File: config.mk
export PLATFORM = sky130hd
export DESIGN_NAME = lsu_mem_port
export DESIGN_NICKNAME = d
export VERILOG_FILES = /design/src/rtl/lsu_mem_port.sv
export SDC_FILE = /design/constraint.sdc
export NUM_CORES = 1
export LEC_CHECK = 0
export CAP_MARGIN = 30
export CORE_ASPECT_RATIO = 0.5
export CORE_MARGIN = 10
export CORE_UTILIZATION = 32
export DETAILED_ROUTE_END_ITERATION = 12
export PLACE_DENSITY = 0.62
export SYNTH_ARGS = -nofsm -noshare
export SYNTH_HDL_FRONTEND = slang
export SYNTH_SLANG_ARGS = --single-unit
File: constraint.sdc
create_clock -name clk -period 9.1 [get_ports clk]
set_input_delay 2.73 -clock clk [delete_from_list [all_inputs] [get_ports clk]]
set_output_delay 2.73 -clock clk [all_outputs]
set_load 0.03 [all_outputs]
File: src/rtl/lsu_mem_port.sv
// Load/store unit between the MIPS memory stage and a handshaked data memory.
// Builds byte-lane enables, replicates store data across lanes, extracts and
// extends load data, stalls the pipeline while an access is in flight and
// reports misaligned, illegal-size and timed-out accesses as exceptions.
module lsu_mem_port #(
  parameter int DATA_W     = 32,
  parameter int ADDR_W     = 32,
  parameter bit BIG_ENDIAN = 1'b1,
  parameter int TIMEOUT    = 16
) (
  input  logic                  clk,
  input  logic                  rst,
  input  logic                  req_valid,
  output logic                  req_ready,
  input  logic                  req_we,
  input  logic [1:0]            req_size,
  input  logic                  req_unsigned,
  input  logic [ADDR_W-1:0]     req_addr,
  input  logic [DATA_W-1:0]     req_wdata,
  input  logic [4:0]            req_tag,
  output logic                  busy,
  output logic                  mem_req,
  output logic                  mem_we,
  output logic [DATA_W/8-1:0]   mem_be,
  output logic [ADDR_W-1:0]     mem_addr,
  output logic [DATA_W-1:0]     mem_wdata,
  input  logic                  mem_ack,
  input  logic [DATA_W-1:0]     mem_rdata,
  output logic                  rsp_valid,
  output logic [DATA_W-1:0]     rsp_rdata,
  output logic [4:0]            rsp_tag,
  output logic                  exc_valid,
  output logic [1:0]            exc_code,
  output logic [ADDR_W-1:0]     exc_badaddr
);

  localparam int NB    = DATA_W / 8;
  localparam int OFF_W = $clog2(NB);
  localparam int CNT_W = $clog2(TIMEOUT + 1);

  localparam logic [1:0] EXC_LOAD_MISALIGN  = 2'd0;
  localparam logic [1:0] EXC_STORE_MISALIGN = 2'd1;
  localparam logic [1:0] EXC_TIMEOUT        = 2'd2;
  localparam logic [1:0] EXC_ILLEGAL_SIZE   = 2'd3;

  typedef enum logic [1:0] {
    IDLE,
    ACCESS,
    RESP
  } state_t;

  // Lowest byte lane occupied by an access of 2**size bytes at offset off.
  function automatic logic [OFF_W-1:0] lane_lo(input logic [1:0]       size,
                                               input logic [OFF_W-1:0] off);
    int lo;
    if (BIG_ENDIAN) lo = NB - int'(off) - (1 << size);
    else            lo = int'(off);
    return OFF_W'(lo);
  endfunction

  // Contiguous run of 2**size enables starting at lane lo.
  function automatic logic [NB-1:0] lane_mask(input logic [1:0]       size,
                                              input logic [OFF_W-1:0] lo);
    logic [NB-1:0] m;
    m = '0;
    for (int i = 0; i < NB; i++) begin
      if (i >= int'(lo) && i < int'(lo) + (1 << size)) m[i] = 1'b1;
    end
    return m;
  endfunction

  // Copy the low 2**size bytes of the store data into every slot of that size.
  // Because accesses are aligned, slot byte k always lands in the lane that
  // carries byte k of the value, for either endianness.
  function automatic logic [DATA_W-1:0] replicate(input logic [1:0]        size,
                                                  input logic [DATA_W-1:0] wdata);
    logic [DATA_W-1:0] r;
    r = '0;
    for (int i = 0; i < NB; i++) begin
      r[i*8 +: 8] = wdata[(i % (1 << size))*8 +: 8];
    end
    return r;
  endfunction

  // Right-justify the selected lanes and sign- or zero-extend to DATA_W.
  function automatic logic [DATA_W-1:0] extract(input logic [1:0]        size,
                                                input logic              uns,
                                                input logic [OFF_W-1:0]  lo,
                                                input logic [DATA_W-1:0] rdata);
    logic [DATA_W-1:0] sh;
    logic [DATA_W-1:0] r;
    logic              sign;
    int                nbits;
    sh    = rdata >> (int'(lo) * 8);
    nbits = 8 << size;
    if (nbits > DATA_W) nbits = DATA_W;
    sign  = ~uns & sh[nbits-1];
    for (int b = 0; b < DATA_W; b++) begin
      r[b] = (b < nbits) ? sh[b] : sign;
    end
    return r;
  endfunction

  // Architectural state
  state_t              state_q;
  logic [CNT_W-1:0]    cnt_q;
  logic                we_q;
  logic [1:0]          size_q;
  logic                unsigned_q;
  logic [OFF_W-1:0]    lo_q;
  logic [4:0]          tag_q;
  logic [ADDR_W-1:0]   addr_q;

  // Registered outputs
  logic                req_ready_q;
  logic                mem_req_q;
  logic                mem_we_q;
  logic [NB-1:0]       mem_be_q;
  logic [ADDR_W-1:0]   mem_addr_q;
  logic [DATA_W-1:0]   mem_wdata_q;
  logic                rsp_valid_q;
  logic [DATA_W-1:0]   rsp_rdata_q;
  logic [4:0]          rsp_tag_q;
  logic                exc_valid_q;
  logic [1:0]          exc_code_q;
  logic [ADDR_W-1:0]   exc_badaddr_q;

  // Request decode
  logic                illegal_size;
  logic                misaligned;
  logic                legal_req;
  logic [OFF_W-1:0]    lo_d;
  logic [NB-1:0]       be_d;
  logic [DATA_W-1:0]   wdata_d;
  logic [ADDR_W-1:0]   addr_d;
  logic [DATA_W-1:0]   load_data_d;
  logic [CNT_W-1:0]    cnt_d;

  assign illegal_size = (req_size == 2'd3) && (DATA_W == 32);
  assign misaligned   = ((req_size == 2'd1) && req_addr[0])
                     || ((req_size == 2'd2) && (req_addr[1:0] != 2'b00))
                     || ((req_size == 2'd3) && (req_addr[2:0] != 3'b000));
  assign legal_req    = ~illegal_size & ~misaligned;

  assign lo_d        = lane_lo(req_size, req_addr[OFF_W-1:0]);
  assign be_d        = lane_mask(req_size, lo_d);
  assign wdata_d     = replicate(req_size, req_wdata);
  assign addr_d      = req_addr & ~ADDR_W'(NB - 1);
  assign load_data_d = extract(size_q, unsigned_q, lo_q, mem_rdata);
  assign cnt_d       = cnt_q + 1'b1;

  // Stall in the accept cycle too, so the stage holds its operands; reset
  // forces the stall low with everything else.
  assign busy = ~rst && ((state_q != IDLE) || (req_valid && legal_req));

  // Access sequencer: accept, issue, wait for ack or timeout, respond.
  // NOTE: every register here uses <= so all updates see pre-edge values.
  always_ff @(posedge clk or posedge rst) begin
    if (rst) begin
      state_q       <= IDLE;
      cnt_q         <= '0;
      we_q          <= 1'b0;
      size_q        <= 2'd0;
      unsigned_q    <= 1'b0;
      lo_q          <= '0;
      tag_q         <= 5'd0;
      addr_q        <= '0;
      req_ready_q   <= 1'b1;
      mem_req_q     <= 1'b0;
      mem_we_q      <= 1'b0;
      mem_be_q      <= '0;
      mem_addr_q    <= '0;
      mem_wdata_q   <= '0;
      rsp_valid_q   <= 1'b0;
      rsp_rdata_q   <= '0;
      rsp_tag_q     <= 5'd0;
      exc_valid_q   <= 1'b0;
      exc_code_q    <= 2'd0;
      exc_badaddr_q <= '0;
    end else begin
      rsp_valid_q <= 1'b0;
      exc_valid_q <= 1'b0;
      case (state_q)
        IDLE: begin
          if (req_valid) begin
            if (illegal_size) begin
              exc_valid_q   <= 1'b1;
              exc_code_q    <= EXC_ILLEGAL_SIZE;
              exc_badaddr_q <= req_addr;
            end else if (misaligned) begin
              exc_valid_q   <= 1'b1;
              exc_code_q    <= req_we ? EXC_STORE_MISALIGN : EXC_LOAD_MISALIGN;
              exc_badaddr_q <= req_addr;
            end else begin
              state_q     <= ACCESS;
              cnt_q       <= '0;
              we_q        <= req_we;
              size_q      <= req_size;
              unsigned_q  <= req_unsigned;
              lo_q        <= lo_d;
              tag_q       <= req_tag;
              addr_q      <= req_addr;
              req_ready_q <= 1'b0;
              mem_req_q   <= 1'b1;
              mem_we_q    <= req_we;
              mem_be_q    <= be_d;
              mem_addr_q  <= addr_d;
              mem_wdata_q <= wdata_d;
            end
          end
        end
        ACCESS: begin
          if (mem_ack) begin
            state_q     <= RESP;
            mem_req_q   <= 1'b0;
            mem_we_q    <= 1'b0;
            mem_be_q    <= '0;
            rsp_valid_q <= 1'b1;
            rsp_tag_q   <= tag_q;
            rsp_rdata_q <= we_q ? '0 : load_data_d;
          end else if (cnt_d == CNT_W'(TIMEOUT)) begin
            state_q       <= IDLE;
            req_ready_q   <= 1'b1;
            mem_req_q     <= 1'b0;
            mem_we_q      <= 1'b0;
            mem_be_q      <= '0;
            exc_valid_q   <= 1'b1;
            exc_code_q    <= EXC_TIMEOUT;
            exc_badaddr_q <= addr_q;
          end else begin
            cnt_q <= cnt_d;
          end
        end
        RESP: begin
          state_q     <= IDLE;
          req_ready_q <= 1'b1;
        end
        default: begin
          state_q     <= IDLE;
          req_ready_q <= 1'b1;
          mem_req_q   <= 1'b0;
        end
      endcase
    end
  end

  assign req_ready   = req_ready_q;
  assign mem_req     = mem_req_q;
  assign mem_we      = mem_we_q;
  assign mem_be      = mem_be_q;
  assign mem_addr    = mem_addr_q;
  assign mem_wdata   = mem_wdata_q;
  assign rsp_valid   = rsp_valid_q;
  assign rsp_rdata   = rsp_rdata_q;
  assign rsp_tag     = rsp_tag_q;
  assign exc_valid   = exc_valid_q;
  assign exc_code    = exc_code_q;
  assign exc_badaddr = exc_badaddr_q;

endmodule

# Word-level counts from Yosys, hierarchy flattened
# Index checks and enable logic that the tools add are counted.
[totals]
reg_bits = 192
inputBits = 109
out_inout_bits = 145
elab_cells = 218
[classes]
add_sub_neg = 5
div_mod_pow = 4
order_cmp = 41
n_eq_ne = 14
n_shift = 7
muxes = 96
bitwise_logic = 7
reduce_logical = 24
[op_table]
columns = ["cell", "n"]
rows = [
  ["less-than comparator 6 x 32 -> 1 bit, first input constant", 16],
  ["less-than comparator 5 x 32 -> 1 bit, first input constant", 8],
  ["two-way mux 32 bit", 7],
  ["less-than comparator 3 x 32 -> 1 bit, first input constant", 4],
  ["less-than comparator 4 x 32 -> 1 bit, first input constant", 4],
  ["indexed part select 32 x 32 -> 8 bit", 4],
  ["less-than comparator 1 x 32 -> 1 bit, first input constant", 2],
  ["less-than comparator 2 x 32 -> 1 bit, first input constant", 2],
  ["modulo 3 x 32 -> 32 bit, first input constant", 2],
  ["case mux 32 bit (2 select lines)", 1],
  ["two-way mux 1 bit", 59],
  ["adder 3 x 32 -> 32 bit", 1],
  ["> comparator 32 x 7 -> 1 bit, second input constant", 1],
  ["less-than comparator 32 x 7 -> 1 bit, second input constant", 1],
  ["modulo 1 x 32 -> 32 bit, first input constant", 1],
  ["modulo 2 x 32 -> 32 bit, first input constant", 1],
  ["left shift 1 x 2 -> 32 bit, first input constant", 1],
  ["left shift 4 x 2 -> 32 bit, first input constant", 1],
  [">> shifter 32 x 5 -> 32 bit", 1],
  ["subtractor 32 x 2 -> 32 bit, second input constant", 1],
  ["two-way mux 5 bit", 5],
  ["two-way mux 2 bit", 10],
  ["two-way mux 4 bit", 5],
  ["AND reduction 5 bit", 4],
  ["26 further kinds", 56],
]

# Longest topological paths before layout
[depth]
depth_word = 10
mapped_depth = 13
depth_no_buf = 12

# Least setup slack after synthesis
# OpenSTA, ideal clock, no wires.
[synth_timing]
path_kind = "input-to-output"
from = "input req_size[0]"
to = "output busy"
t_arrival_ns = 4.074
required_ns = 6.370
path_slack_ns = 2.296
cell_stages = 6
n_path_buf = 0
cell_sequence = "inv_1 -> ha_1 -> nor2b_4 -> a211oi_4 -> a21oi_1 -> a21oi_1"
[synth_between]
elab_chain_len = 9
elab_cells_between_ends = 14
cone_classes = "eq/ne: 3; bitwise: 3; reduce/logical: 8"
[synth_rtl]
columns = ["item", "line", "rtl"]
rows = [
  ["start, declared", "16", "input logic [1:0] req_size,"],
  ["equality test 2 x 1 -> 1 bit or equality test 2 bit (tied branches)", "140, 141", ""],
  ["logical AND 1 bit, on equally long branches", "140, 141", ""],
  ["logical OR 1 bit", "141", "|| ((req_size == 2'd2) && (req_addr[1:0] != 2'b00))"],
  ["logical OR 1 bit", "142", "|| ((req_size == 2'd3) && (req_addr[2:0] != 3'b000));"],
  ["NOT 1 bit (no source line)", "-", ""],
  ["bitwise AND 1 bit *", "143", "assign legal_req = ~illegal_size & ~misaligned;"],
  ["logical AND 1 bit *", "154", "assign busy = ~rst && ((state_q != IDLE) || (req_valid && legal_req));"],
  ["logical OR 1 bit *", "154", ""],
  ["logical AND 1 bit *", "154", ""],
  ["end, declared", "21", "output logic busy,"],
]
# Every way passes the cells marked *; elsewhere a longest branch is shown, timed or not.

# Worst setup path in the final report
# Same ends and word-level chain as after synthesis.

==> results.toml <==
[placed_design]
dpl.cell_count = 1409
dp_slack_ns = 1.21
io_buffers = 251
gp_congestion = 0.866
dp_hpwl_microns = 21100
placed_area_sq_um = 11100

[sta]
layout_setup_ws_ns = 1.19
clock_skew_ns = 0.0133
post-route-period-util_pct = 86.9
min_period_ns = 7.91
relSlewSlack_pct = 40.5
finalHoldViolCount = 0
finalSetupTns_ns = 0
rsz0062_at_grt = "no"
setup_violations = 0
slew_violations = 0
tightest_slew_ns = 0.886
fmax_mhz = 126
hold_slack_ns = 0.474

[synthesis]
ys_seq_area_share_pct = 47.6
synth_top_area_share_pct = 47.3
yosys_warnings = 0
synth-edff-count = 0
synth_area_sq_um = 8520
synth_most_common_cell = "nand2_1"
synth_top_area_cell = "dfrtp_1"
synth_ff_type = "dfrtp_1"
synth_xor_area_share_pct = 0.308
synth_top_family_by_area = "simple AND/OR/NAND/NOR gates"
synthAdderAreaFrac_pct = 3.08
synth_compound_area_share_pct = 14.5
synth_area_leaders = "dfrtp_1, nand2_1, mux2_2"
synth-simple-area-share_pct = 15.4
synthDistinctLibCells = 60
syn_area_per_cell_sq_um = 9.72
synthArstFlopShare_pct = 100
synthCells = 877
synth_seq_cells = 162
synthTopCellsByCount = "nand2_1, dfrtp_1, mux2_2, mux2i_1, a22o_1"
muxShareOfSynthArea_pct = 12.8

[detailed_routing]
drt.antenna.violating_nets = 0
wirelength_microns = 28600
wl_per_cell_microns = 19.8
viasPerCell = 5.02
first_pass_iters = 5
drc = 0
num_vias = 7246
drt_iter0_drc = 506

[global_routing]
grt_max_degree = 94
antenna_found_initial = 1
overflow = 0
grt_pass1_vias = 7386
grt_util_all_layers_pct = 16.8
grt_pass1_wl_microns = 45000

[floorplan]
start_util_pct = 32.4
fp.dieH_microns = 135
io_pins = 254
coreArea_sq_um = 26300
dieArea_sq_um = 34000
fp.dieW_microns = 251
rows = 42

[pwr]
leakage_nw = 5.25
p_sw_share_pct = 41.2
seq_power_share_pct = 33.3
power_frac_comb_pct = 47.8
p_per_area_nw_per_um2 = 304
finalPower_mw = 3.55
clockPowerShare_pct = 18.9
p_switching_mw = 1.46
cellInternalPower_mw = 2.08
ir_drop_v = 0.000161

[finish]
layout.cells.non_filler = 1442
regArea_sq_um = 4060
fin_nets = 1206
syn2layout_area_growth_pct = 36.7
fill_cells = 2528
multiInputGateArea_sq_um = 3950
drive_above_1_share_pct = 9.46
final_cell_area_sq_um = 11600
final_util_pct = 44.2

[min_path]
hp-start = "tag_q[3]"
hp-class = "reg2reg"
holdPathStages = 2
worst_hold_path.endpoint = "tag_q[3]"

[clocking]
cts_buffer_depth = 2
holdBufCountCts = 0
cts.sinks = 162
cts_root_buffer = "clkbuf_16"
cts_tree = "done"
post_cts_buffers = 0
clock_latency_ns = 0.44
cts_made_buffers = 17
h-tree-depth = 4
cts.repair.resized = 0
path_clk_slew_ns = 0.06

[run_status]
outcome = "finished clean"

[worst_setup_path]
rr_worst_depth = 5
cp-start-kind = "input port"
cp-startpoint = "req_size[0]"
setup.worst_path.end_class = "output port"
crit_fanout = 5
arrival_ns = 5.18
r2r-start = "lo_q[1]"
cp.required_ns = 6.37
ff2ff_setup_slack_ns = 6.45
r2r_end = "rsp_rdata[27]"
critPathKind = "in2out"

[run]
max_cap_viol_count = 0
[cells in the final DEF, fill, tap and decap left out, types with 3 or more instances in the layout]
cell type,synthesis,routed
nand3_1,4,4
a21o_1,4,4
clkbuf_16,0,17
a21oi_1,21,21
nor2_1,12,12
buf_4,36,10
a22oi_1,16,16
nor3b_1,3,3
a2bb2oi_1,8,8
and2_1,3,3
nor2b_1,4,3
nand2b_1,3,3
xnor2_1,3,3
mux2_2,50,50
nor3_1,8,8
a221oi_1,8,8
a211oi_1,4,4
clkbuf_8,0,4
mux2i_1,49,49
clkdlybuf4s50_1,0,251
a22o_1,39,39
o31ai_1,8,8
clkinv_2,0,3
ha_1,21,21
dfrtp_1,161,161
o21ai_0,35,35
a31oi_1,5,5
nand2_1,270,270
inv_1,19,18
clkbuf_1,28,6
[power groups by stage]
stage	combinational (mW)	sequential [mW]	clock (mW)
after CTS	1.72	1.18	0.688
after floorplan	0.663	1.53	0
after global placement	1.70	1.18	0
final	1.70	1.18	0.671
after global routing	1.80	1.22	0.721
after detailed placement	1.71	1.19	0
[cell type report]
class / instances / area share [%]
well taps: 352 / 3.78
repair buffers: 262 / 22.3
clock buffers: 27 / 4.32
inverters: 19 / 0.655
clock inverters: 5 / 0.269
diodes: 1 / 0.0215
flip-flops and latches: 162 / 34.8
multi-input cells: 614 / 33.9
[state kept, by name, summed over array words and instances, names as in the netlist, 2 cells and up]
| signal | cells |
|---|---|
| size_q | 2 |
| state_q | 2 |
| cnt_q | 5 |
| mem_wdata | 32 |
| rsp_rdata | 32 |
| rsp_tag | 5 |
| exc_code | 2 |
| addr_q | 32 |
| mem_be | 4 |
| tag_q | 5 |
| exc_badaddr | 32 |
| lo_q | 2 |
[kinds of logic after synthesis]
kind of cell             after synthesis
buffers and inverters                102
AO/OA/AOI/OAI                        166
flip-flops                           162
multiplexers                         101
other                                  1
adder cells (fa/ha/maj)               21
XOR/XNOR                               3
AND/OR/NAND/NOR                      321
[worst max-delay path, stage by stage]
cell	delay (ns)
clkdlybuf4s50_1	0.56
inv_1	0.13
ha_1	0.29
nor2b_4	0.17
a211oi_4	0.24
a21oi_1	0.17
a21oi_1	0.19
clkdlybuf4s50_1	0.69
[worst max-delay path by stage]
stage                endpoint  slack [ns]  depth (start not counted)
floorplan           addr_q[0]        2.00                          1
global placement         busy        1.25                          8
detailed placement       busy        1.21                          8
CTS                      busy        1.19                          8
global route             busy        1.08                          8
finish                   busy        1.19                          8
[metal layers]
layer / vias to the layer above / global-route usage, % / share of wire (%)
li1: 3395 / - / -
met1: 3646 / 19.5 / 41
met2: 172 / 30.5 / 53
met3: 33 / 2.81 / 3.2
met4: 0 / 6.29 / 2.4
met5: - / 0 / 0
Note: power is estimated with default switching activity, not from simulation.
